### src/rtl/mul_sched_pkg.sv
// Shared types and constants for the mul_sched multiplier scheduler.
// Contents: FSM state enum, requester-id type, bit-counter width.
package mul_sched_pkg;

  typedef enum logic [1:0] {
    IDLE = 2'd0,
    MUL  = 2'd1,
    DONE = 2'd2
  } state_t;

  typedef logic req_id_t;

  // Wide enough to count the MUL steps for WIDTH up to 16.
  localparam int CNT_W = 5;

endpackage

### src/rtl/mul_rr_arb.sv
// Two-way round-robin arbiter with a last-grant register.
// Ports:
//   clk, rst_n      - clock, async active-low reset
//   valid0, valid1  - request valids
//   accept          - a grant was taken this cycle; updates last-grant
//   grant0, grant1  - one-hot grant (both low when nobody requests)
//   grant_id        - index of the granted requester
module mul_rr_arb
  import mul_sched_pkg::*;
(
  input  logic    clk,
  input  logic    rst_n,
  input  logic    valid0,
  input  logic    valid1,
  input  logic    accept,
  output logic    grant0,
  output logic    grant1,
  output req_id_t grant_id
);

  req_id_t last;

  // last resets to 1 so requester 0 wins the first contested grant.
  always_ff @(posedge clk or negedge rst_n) begin
    if (!rst_n) begin
      last <= 1'b1;
    end else if (accept) begin
      last <= grant_id;
    end
  end

  assign grant0   = valid0 && (!valid1 || (last == 1'b1));
  assign grant1   = valid1 && (!valid0 || (last == 1'b0));
  assign grant_id = grant1;

endmodule

### src/rtl/mul_sched.sv
// Two-requester shift-add multiplier scheduler.
// Accepts an operand pair from one of two requesters (round-robin), runs a
// one-bit-per-cycle shift-add multiply and presents the full product.
// Ports:
//   clk, rst_n                      - clock, async active-low reset
//   req{0,1}_valid/_a/_b/_ready     - requester operand handshakes
//   rsp_valid/rsp_ready             - result handshake
//   rsp_id, rsp_product             - owning requester, 2*WIDTH product
//   busy                            - high whenever not IDLE
// Optional build macro: MUL_SCHED_EARLY_EXIT_EN - leave MUL as soon as the
// remaining multiplier bits are all zero.
//
// state | meaning
// IDLE  | waiting for a request, ready driven to the granted requester
// MUL   | one shift-add step per cycle
// DONE  | product valid, held until rsp_ready
module mul_sched
  import mul_sched_pkg::*;
#(
  parameter int WIDTH = 8
) (
  input  logic               clk,
  input  logic               rst_n,
  input  logic               req0_valid,
  input  logic [WIDTH-1:0]   req0_a,
  input  logic [WIDTH-1:0]   req0_b,
  output logic               req0_ready,
  input  logic               req1_valid,
  input  logic [WIDTH-1:0]   req1_a,
  input  logic [WIDTH-1:0]   req1_b,
  output logic               req1_ready,
  output logic               rsp_valid,
  input  logic               rsp_ready,
  output logic               rsp_id,
  output logic [2*WIDTH-1:0] rsp_product,
  output logic               busy
);

  localparam logic [CNT_W-1:0] CNT_LAST = CNT_W'(WIDTH - 1);

  state_t             state, state_nxt;
  logic [2*WIDTH-1:0] mcand;
  logic [2*WIDTH-1:0] acc;
  logic [WIDTH-1:0]   mplier;
  logic [CNT_W-1:0]   cnt;
  req_id_t            id;
  logic               grant0, grant1, accept, last_step;
  req_id_t            grant_id;

  mul_rr_arb u_arb (
    .clk      (clk),
    .rst_n    (rst_n),
    .valid0   (req0_valid),
    .valid1   (req1_valid),
    .accept   (accept),
    .grant0   (grant0),
    .grant1   (grant1),
    .grant_id (grant_id)
  );

  // rst_n gates ready so both readies read low for the whole reset pulse.
  assign req0_ready = rst_n && (state == IDLE) && grant0;
  assign req1_ready = rst_n && (state == IDLE) && grant1;
  assign accept     = (req0_valid && req0_ready) || (req1_valid && req1_ready);

`ifdef MUL_SCHED_EARLY_EXIT_EN
  // Bits above the LSB are what remains after this step's shift.
  assign last_step = (cnt == CNT_LAST) || (mplier[WIDTH-1:1] == '0);
`else
  assign last_step = (cnt == CNT_LAST);
`endif

  always_ff @(posedge clk or negedge rst_n) begin
    if (!rst_n) begin
      state <= IDLE;
    end else begin
      state <= state_nxt;
    end
  end

  always_comb begin
    state_nxt = state;
    rsp_valid = 1'b0;
    case (state)
      IDLE: begin
        if (accept) state_nxt = MUL;
      end
      MUL: begin
        if (last_step) state_nxt = DONE;
      end
      DONE: begin
        rsp_valid = 1'b1;
        if (rsp_ready) state_nxt = IDLE;
      end
      default: state_nxt = IDLE;
    endcase
  end

  always_ff @(posedge clk or negedge rst_n) begin
    if (!rst_n) begin
      mcand  <= '0;
      mplier <= '0;
      acc    <= '0;
      cnt    <= '0;
      id     <= 1'b0;
    end else begin
      case (state)
        IDLE: begin
          if (accept) begin
            mcand  <= {{WIDTH{1'b0}}, (grant_id ? req1_a : req0_a)};
            mplier <= grant_id ? req1_b : req0_b;
            id     <= grant_id;
            acc    <= '0;
            cnt    <= '0;
          end
        end
        MUL: begin
          if (mplier[0]) acc <= acc + mcand;
          mcand  <= mcand << 1;
          mplier <= mplier >> 1;
          cnt    <= cnt + CNT_W'(1);
        end
        default: ;
      endcase
    end
  end

  assign rsp_product = acc;
  assign rsp_id      = id;
  assign busy        = (state != IDLE);

endmodule
### config.mk
export PLATFORM = sky130hd
export DESIGN_NAME = mul_sched
export DESIGN_NICKNAME = d
export VERILOG_FILES = /design/src/rtl/mul_sched_pkg.sv /design/src/rtl/mul_rr_arb.sv /design/src/rtl/mul_sched.sv
export SDC_FILE = /design/constraint.sdc
export NUM_CORES = 1
export LEC_CHECK = 0
export BUFFER_PORTS_ARGS = -buffer_cell sky130_fd_sc_hd__buf_2
export CORE_MARGIN = 2
export CORE_UTILIZATION = 55
export CTS_BUF_LIST = sky130_fd_sc_hd__clkbuf_16
export DETAILED_ROUTE_END_ITERATION = 16
export MAX_ROUTING_LAYER = met4
export PLACE_DENSITY = 0.78
export SLEW_MARGIN = 20
export SYNTH_ARGS = -nofsm -noshare
export SYNTH_HDL_FRONTEND = slang
export SYNTH_SLANG_ARGS = --single-unit
### constraint.sdc
create_clock -name clk -period 3.2 [get_ports clk]
set_clock_uncertainty 0.2 [all_clocks]
set_input_delay 0.32 -clock clk [delete_from_list [all_inputs] [get_ports clk]]
set_output_delay 0.32 -clock clk [all_outputs]
set_load 0.03 [all_outputs]
==> flow_summary.json, run 1 <==
{
  "fin_setup_tns_ps": 0,
  "antennaDiodeCount": 0,
  "setup.worst_path.class": "reg2reg",
  "max_clock_freq_mhz": 382,
  "antenna_left": 0,
  "synth-edff-count": 0,
  "cts_inserted_buffers": 5,
  "fin_ws_ps": 585,
  "synth-simple-area-share_pct": 17.9,
  "holdWs_ps": -20.1,
  "clk_root_buffer_cell": "sky130_fd_sc_hd__clkbuf_16",
  "p_sw_uw": 1540,
  "avgSynthCellArea_um2": 9.19,
  "core_region_area_mm2": 0.00514,
  "mux_contribution_to_synthesized_area_pct": 5.81,
  "timing.max_cap.violations": 0,
  "yosys_register_bits": 49,
  "yosysWarningCount": 0,
  "synth_xor_area_share_pct": 2.69,
  "synth.most_common_cell": "sky130_fd_sc_hd__nand2_1",
  "placedCellCount": 436,
  "synth_top_area_share_pct": 41.0,
  "finalWirelength_mm": 6.74,
  "ys_async_sr_fraction_pct": 100,
  "combinational_family_with_the_most_area_after_synthesis": "compound AO/OA/AOI/OAI gates",
  "timing.slew.headroom_pct": 44.2,
  "synth_cell_types": 47,
  "cellInternalPower_uw": 1880,
  "detailedRoute.firstIterationViolations": 180,
  "synthesis.area_mm2": 0.00293,
  "power.share.clock_pct": 17.3,
  "number_of_port_buffers": 57,
  "place.detailed.hpwl_mm": 4.69,
  "crit_fanout": 3,
  "timing.final.crit_share_pct": 81.7,
  "layout.cells.non_filler": 444,
  "synth_flop_cell": "sky130_fd_sc_hd__dfrtp_1",
  "cts_sinks": 49,
  "cts_tree": "yes",
  "setup_viol": 0,
  "cpPeakStageDelay_ps": 380,
  "worst_setup_hold_path_clk_slew_ps": 70,
  "cts_max_level": 2,
  "post-place-ws_ps": 750,
  "die_height_um": 77.0,
  "synth_fp_nets": 373,
  "floorplan.die_area_mm2": 0.00593,
  "clockBufferDepth": 2,
  "gp_congestion": 0.876,
  "post-route-min-period_ps": 2620,
  "timing.critical_path.from_type": "flip-flop",
  "p_total_uw": 3420,
  "postCtsHoldBufs": 0,
  "seq_power_share_pct": 32.3,
  "synth-adder-area-share_pct": 7.51,
  "grt_max_degree": 52,
  "clkLatencyLatePin_ps": 290,
  "ranking_of_synthesized_cells_by_area": "sky130_fd_sc_hd__dfrtp_1 41%, sky130_fd_sc_hd__ha_1 6.8%, sky130_fd_sc_hd__nand2_1 6.4%, sky130_fd_sc_hd__mux2i_1 5.8%, sky130_fd_sc_hd__o21ai_0 5.0%",
  "rows": 26,
  "rsz_0062_raised_after_global_routing": "false",
  "critical_path.endpoint_type": "flip-flop",
  "route.detailed.vias_per_inst": 5.76,
  "cts_setup_buffers": 0,
  "floorplan.io_pins": 58,
  "critical_path_cell_sequence": "ha_1 > inv_1 > fa_1 > nor2b_1 > o211ai_1 > a21oi_1 > a21boi_0 > xor2_1 > o21ai_0",
  "crit_required_ps": 3200,
  "crit_start": "mcand[0]",
  "floorplan.die.width_um": 77.0,
  "min-delay-path-class": "in2async",
  "critPathSlowestCell": "sky130_fd_sc_hd__dfrtp_1",
  "result_of_the_run": "finished, violations left",
  "failed_checks": "hold timing",
  "areaGrowthSynthToFinish_pct": 16.7,
  "routedWlPerCell_um": 15.2,
  "groute.usage.overall_pct": 25.6,
  "grt_antenna_before_repair": 0,
  "timing.critical_path.max_delay_family": "compound AO/OA/AOI/OAI gates",
  "p_leak_uw": 0.00172,
  "ir_worst_vdd_uv": 598,
  "timing.final.max_slew_violations": 0,
  "p_per_area_mw_per_mm2": 1000,
  "worstReg2RegStart": "mcand[0]",
  "layout-drive-gt1-share_pct": 21.1,
  "number_of_global_route_vias_before_repair": 2558,
  "drtPass1Iterations": 4,
  "worst-path-buf-inv": 1,
  "drt_drc_violations_left": 0,
  "report.final.hold_viol_count": 22,
  "worst_pin_slew_ps": 835,
  "initial_core_util_pct": 57.0,
  "sw_ratio_pct": 45.0,
  "synth_compound_area_share_pct": 20.6,
  "wire_length_of_the_first_global_routing_pass_mm": 11.9,
  "share_of_power_burned_in_combinational_logic_pct": 50.4,
  "grt_remaining_overflow": 0,
  "worst_ep_arrival_time_ps": 2620,
  "yosys.area.top_type": "sky130_fd_sc_hd__dfrtp_1",
  "routed-via-count": 2556,
  "proportion_of_synthesized_chip_area_in_sequential_cells_pct": 41.9,
  "final_nets": 427,
  "cts-resized-gates": 0,
  "ys_top_cells_by_count": "50 x sky130_fd_sc_hd__nand2_1, 48 x sky130_fd_sc_hd__dfrtp_1, 29 x sky130_fd_sc_hd__o21ai_0, 23 x sky130_fd_sc_hd__nand3_1, 20 x sky130_fd_sc_hd__a21oi_1",
  "postSynthCellCount": 319
}
-- per-stage QoR --
step                instance area (um2)  util [%]  hold slack (ps)
CTS                                3420      66.5             16.3
detailed placement                 3250      63.3              265
global placement                   3250      63.3              263
finish                             3420      66.5            -20.1
floorplan                          2930         -             -176
global route                       3420      66.5             44.6
-- worst reg2reg max path, stage by stage, from the launching register on --
cell and delay [ps]:
sky130_fd_sc_hd__dfrtp_1 380, sky130_fd_sc_hd__ha_1 220, sky130_fd_sc_hd__inv_1 70, sky130_fd_sc_hd__fa_1 380
sky130_fd_sc_hd__nor2b_1 210, sky130_fd_sc_hd__o211ai_1 170, sky130_fd_sc_hd__a21oi_1 350, sky130_fd_sc_hd__a21boi_0 200
sky130_fd_sc_hd__xor2_1 170, sky130_fd_sc_hd__o21ai_0 180
-- flip-flops by register name (all words and copies together) (netlist names) --
signal	cells
state	2
u_arb.last	1
rsp_product	16
rsp_id	1
mcand	16
mplier	8
cnt	5
-- cells in the final DEF (no fill, tap or decap), types with 2 or more instances in the layout --
master                      count
sky130_fd_sc_hd__buf_4          4
sky130_fd_sc_hd__nor2_1         9
sky130_fd_sc_hd__nand2_1       50
sky130_fd_sc_hd__a21oi_1       20
sky130_fd_sc_hd__nand4_1        5
sky130_fd_sc_hd__o21ai_1       13
sky130_fd_sc_hd__o31ai_1        3
sky130_fd_sc_hd__mux2i_1       17
sky130_fd_sc_hd__xnor2_1        3
sky130_fd_sc_hd__clkbuf_16      5
sky130_fd_sc_hd__o211ai_1       2
sky130_fd_sc_hd__buf_2         57
sky130_fd_sc_hd__a21o_1         5
sky130_fd_sc_hd__nor3b_1        2
sky130_fd_sc_hd__or3_1          3
sky130_fd_sc_hd__ha_1          16
sky130_fd_sc_hd__o21ai_0       29
sky130_fd_sc_hd__a211oi_1       2
sky130_fd_sc_hd__nor2b_1        6
sky130_fd_sc_hd__nand3_1       23
sky130_fd_sc_hd__dfrtp_1       48
sky130_fd_sc_hd__a22oi_1       13
sky130_fd_sc_hd__nand2b_1       3
sky130_fd_sc_hd__inv_1          6
sky130_fd_sc_hd__xor2_1         6
-- final timing paths --
| path | endpoint | slack, ps | depth (start not counted) |
|---|---|---|---|
| setup / recovery | rsp_product[8] | 580 | 9 |
| hold / removal | rsp_product[1] | -20 | 2 |
| setup reg to reg | rsp_product[8] | 580 | 9 |
| hold reg to reg | rsp_id | 280 | 1 |
| max in group asynchronous | rsp_id | 2400 | 2 |
| min in group clk | mcand[2] | 100 | 3 |
-- routing by layer --
metal  vias to the layer above  global-route usage [%]  part of all wire, %
li1                       1269                       -                    -
met1                      1206                    33.0                   46
met2                        71                    41.8                   48
met3                        10                    4.35                  4.6
met4                         0                    7.14                  1.5
met5                         -                       -                    0
-- power groups by stage --
stage	clock network, uW	logic [uW]	registers, uW
after global placement	0	1660	1090
after CTS	599	1730	1100
after detailed placement	0	1710	1110
after global routing	625	1970	1140
after floorplan	0	1210	1210
final	593	1730	1110
-- cell type report --
class	count	area, um2
Multi-Input combinational cell	250	1600
Clock buffer	5	125
Timing Repair Buffer	61	315
Sequential cell	49	1230
Tap cell	70	87.6
Fill cell	434	1720
Inverter	6	22.5
Clock inverter	3	41.3
-- kinds of logic (layout without fill, tap and decap cells) --
logic type	Yosys count	after routing
buf+inv	20	75
xor+xnor	9	9
flops	49	49
fa+ha+maj	17	17
compound gates	98	98
simple gates	109	109
mux	17	17
Power figures use the tool's default switching activity.
==> run 2: changes to the inputs <==
Settings changed: ABC_AREA set to 1, CORE_UTILIZATION 55 to 51, PLACE_DENSITY 0.78 to 0.75.
Clock period 3.2 ns to 2.3 ns, I/O delays scaled along.
==> flow_summary.json, run 2 <==
{
  "setup_viol": 0,
  "groute.usage.overall_pct": 23.6,
  "synth_cell_types": 36,
  "gp_congestion": 0.910,
  "setup.worst_path.class": "reg2reg",
  "p_per_area_mw_per_mm2": 1370,
  "fin_setup_tns_ps": 0,
  "mostFrequentLayoutCell": "sky130_fd_sc_hd__nand2_1",
  "crit_fanout": 14,
  "ranking_of_synthesized_cells_by_area": "sky130_fd_sc_hd__dfrtp_1 38%, sky130_fd_sc_hd__nand2_1 18%, sky130_fd_sc_hd__inv_1 6.6%, sky130_fd_sc_hd__ha_1 6.4%, sky130_fd_sc_hd__nand3_1 4.3%",
  "clkLatencyLatePin_ps": 290,
  "number_of_global_route_vias_before_repair": 2692,
  "critical_path_cell_sequence": "nand2_1 > nand2_2 > buf_4 > inv_1 > or2_2 > o21ai_0 > o21ai_0",
  "initial_core_util_pct": 52.9,
  "route.detailed.vias_per_inst": 5.20,
  "grt_max_degree": 50,
  "proportion_of_synthesized_chip_area_in_sequential_cells_pct": 39.2,
  "areaGrowthSynthToFinish_pct": 17.0,
  "cts_inserted_buffers": 5,
  "critical_path.most_common_cell": "sky130_fd_sc_hd__o21ai_0",
  "worst_pin_slew_ps": 609,
  "antennaDiodeCount": 0,
  "cts_tree": "yes",
  "layout.cells.non_filler": 564,
  "timing.critical_path.max_delay_family": "simple AND/OR/NAND/NOR gates",
  "postSynthCellCount": 426,
  "antenna_left": 0,
  "timing.final.max_slew_violations": 0,
  "ir_worst_vdd_uv": 562,
  "cts_setup_buffers": 0,
  "rows": 28,
  "yosysWarningCount": 0,
  "floorplan.io_pins": 58,
  "synth.most_common_cell": "sky130_fd_sc_hd__nand2_1",
  "result_of_the_run": "finished, final reports clean",
  "p_leak_uw": 0.00204,
  "worst_setup_hold_path_clk_slew_ps": 70,
  "synth_fp_nets": 480,
  "synth_top_area_share_pct": 38.4,
  "clk_root_buffer_cell": "sky130_fd_sc_hd__clkbuf_16",
  "crit_required_ps": 2260,
  "detailedRoute.firstIterationViolations": 141,
  "routed-via-count": 2933,
  "wire_length_of_the_first_global_routing_pass_mm": 12.0,
  "avgSynthCellArea_um2": 7.35,
  "critPathSlowestCell": "sky130_fd_sc_hd__dfstp_2",
  "rsz_0062_raised_after_global_routing": "false",
  "core_region_area_mm2": 0.00592,
  "routedWlPerCell_um": 12.5,
  "worst_ep_arrival_time_ps": 1940,
  "max_clock_freq_mhz": 507,
  "final_nets": 542,
  "timing.max_cap.violations": 0,
  "timing.slew.headroom_pct": 59.4,
  "finalWirelength_mm": 7.04,
  "worst-path-buf-inv": 2,
  "grt_antenna_before_repair": 0,
  "drtPass1Iterations": 4,
  "number_of_port_buffers": 57,
  "synth_flop_cell": "sky130_fd_sc_hd__dfrtp_1",
  "timing.critical_path.from_type": "flip-flop",
  "drt_drc_violations_left": 0,
  "cpPeakStageDelay_ps": 530,
  "yosys_register_bits": 49,
  "ys_top_cells_by_count": "147 x sky130_fd_sc_hd__nand2_1, 55 x sky130_fd_sc_hd__inv_1, 48 x sky130_fd_sc_hd__dfrtp_1, 27 x sky130_fd_sc_hd__nand3_1, 23 x sky130_fd_sc_hd__nor2_1",
  "ys_async_sr_fraction_pct": 100,
  "grt_remaining_overflow": 0,
  "min-delay-path-class": "in2reg",
  "report.final.hold_viol_count": 0,
  "floorplan.die.width_um": 82.3,
  "floorplan.die_area_mm2": 0.00678,
  "synth-edff-count": 0,
  "timing.final.crit_share_pct": 85.8,
  "layout_common_cells": "147 x sky130_fd_sc_hd__nand2_1, 57 x sky130_fd_sc_hd__buf_2, 55 x sky130_fd_sc_hd__inv_1",
  "synthesis.area_mm2": 0.00313,
  "place.detailed.hpwl_mm": 5.40,
  "layout-drive-gt1-share_pct": 20.4,
  "critical_path.endpoint_type": "flip-flop",
  "cts_max_level": 2,
  "die_height_um": 82.3,
  "post-route-min-period_ps": 1970,
  "yosys.area.top_type": "sky130_fd_sc_hd__dfrtp_1",
  "cts_sinks": 49,
  "clockBufferDepth": 2,
  "placedCellCount": 554
}
[run 2: cell types whose count changed after synthesis, sizes merged, moves of 9 or more]
| cell | change |
|---|---|
| a22oi | -10 |
| o211ai | +9 |
| inv | +55 |
| nand2 | +100 |
| or2 | +11 |
| nor2 | +15 |
| o21ai | -24 |
| mux2i | -16 |
[run 2: worst min-delay path, stage by stage]
cell	delay, ps
sky130_fd_sc_hd__buf_2	80
sky130_fd_sc_hd__o211ai_1	80
sky130_fd_sc_hd__nand2_1	70
[run 2: where the power goes]
group	switching, uW	leakage (uW)	internal, uW
Clock	342	0.0000702	406
Combinational	1790	0.00135	959
Sequential	272	0.000628	1220
Total	2410	0.00204	2590
[run 2: kinds of logic (layout without fill, tap and decap cells)]
family / Yosys count / count (layout) / synth area share (%)
xor+xnor: 2 / 2 / 0.560
simple gates: 223 / 223 / 30.3
mux: 1 / 1 / 0.320
compound gates: 62 / 62 / 13.0
buf+inv: 72 / 135 / 9.52
flops: 49 / 49 / 39.2
fa+ha+maj: 17 / 17 / 7.04
[run 2: repair_timing]
item                                    in CTS  in global routing
hold buffers                                 2                  0
endpoints found under the setup margin       0                  0
endpoints found under the hold margin       49                  0
resized for setup                            0                  0
[run 2: cell type report]
cell class                 count  area (um2)
multi-input combinational    305        1600
fill                         527        2260
inverter                      61         231
clock inverter                 3        21.3
tap                           75        93.8
timing repair buffer          66         358
sequential                    49        1230
clock buffer                   5         125
[run 2: path summary, 6_finish.rpt]
path                                 start        endpoint  slack [ps]  cells past startpoint
worst max-delay path            u_arb.last        mcand[1]         330                      7
worst min-delay path             req1_a[3]        mcand[3]           4                      3
worst max register to register  u_arb.last        mcand[1]         330                      7
worst min register to register      rsp_id          rsp_id         270                      2
max in group asynchronous            rst_n       mcand[13]        1030                      3
min in group asynchronous            rst_n  rsp_product[3]         460                      3
[run 2: metrics by stage]
| step | worst slack [ps] | area [um2] | hold slack, ps | util (%) | power (uW) |
|---|---|---|---|---|---|
| after floorplan | 289 | 3130 | -266 | - | 3580 |
| after global placement | 359 | 3490 | 225 | 59.0 | 4180 |
| after detailed placement | 314 | 3490 | 231 | 59.0 | 4260 |
| after CTS | 302 | 3660 | 6.27 | 61.8 | 5010 |
| after global routing | 132 | 3660 | 23.2 | 61.8 | 5470 |
| final | 326 | 3660 | 3.63 | 61.8 | 5000 |
[run 2: routing by layer]
| metal | vias to the layer above | wire length (um) | GRT usage (%) |
|---|---|---|---|
| li1 | 1502 | - | - |
| met1 | 1361 | 3310 | 30.6 |
| met2 | 60 | 3340 | 39.0 |
| met3 | 10 | 291 | 3.70 |
| met4 | 0 | 91 | 5.50 |
| met5 | - | 0 | - |
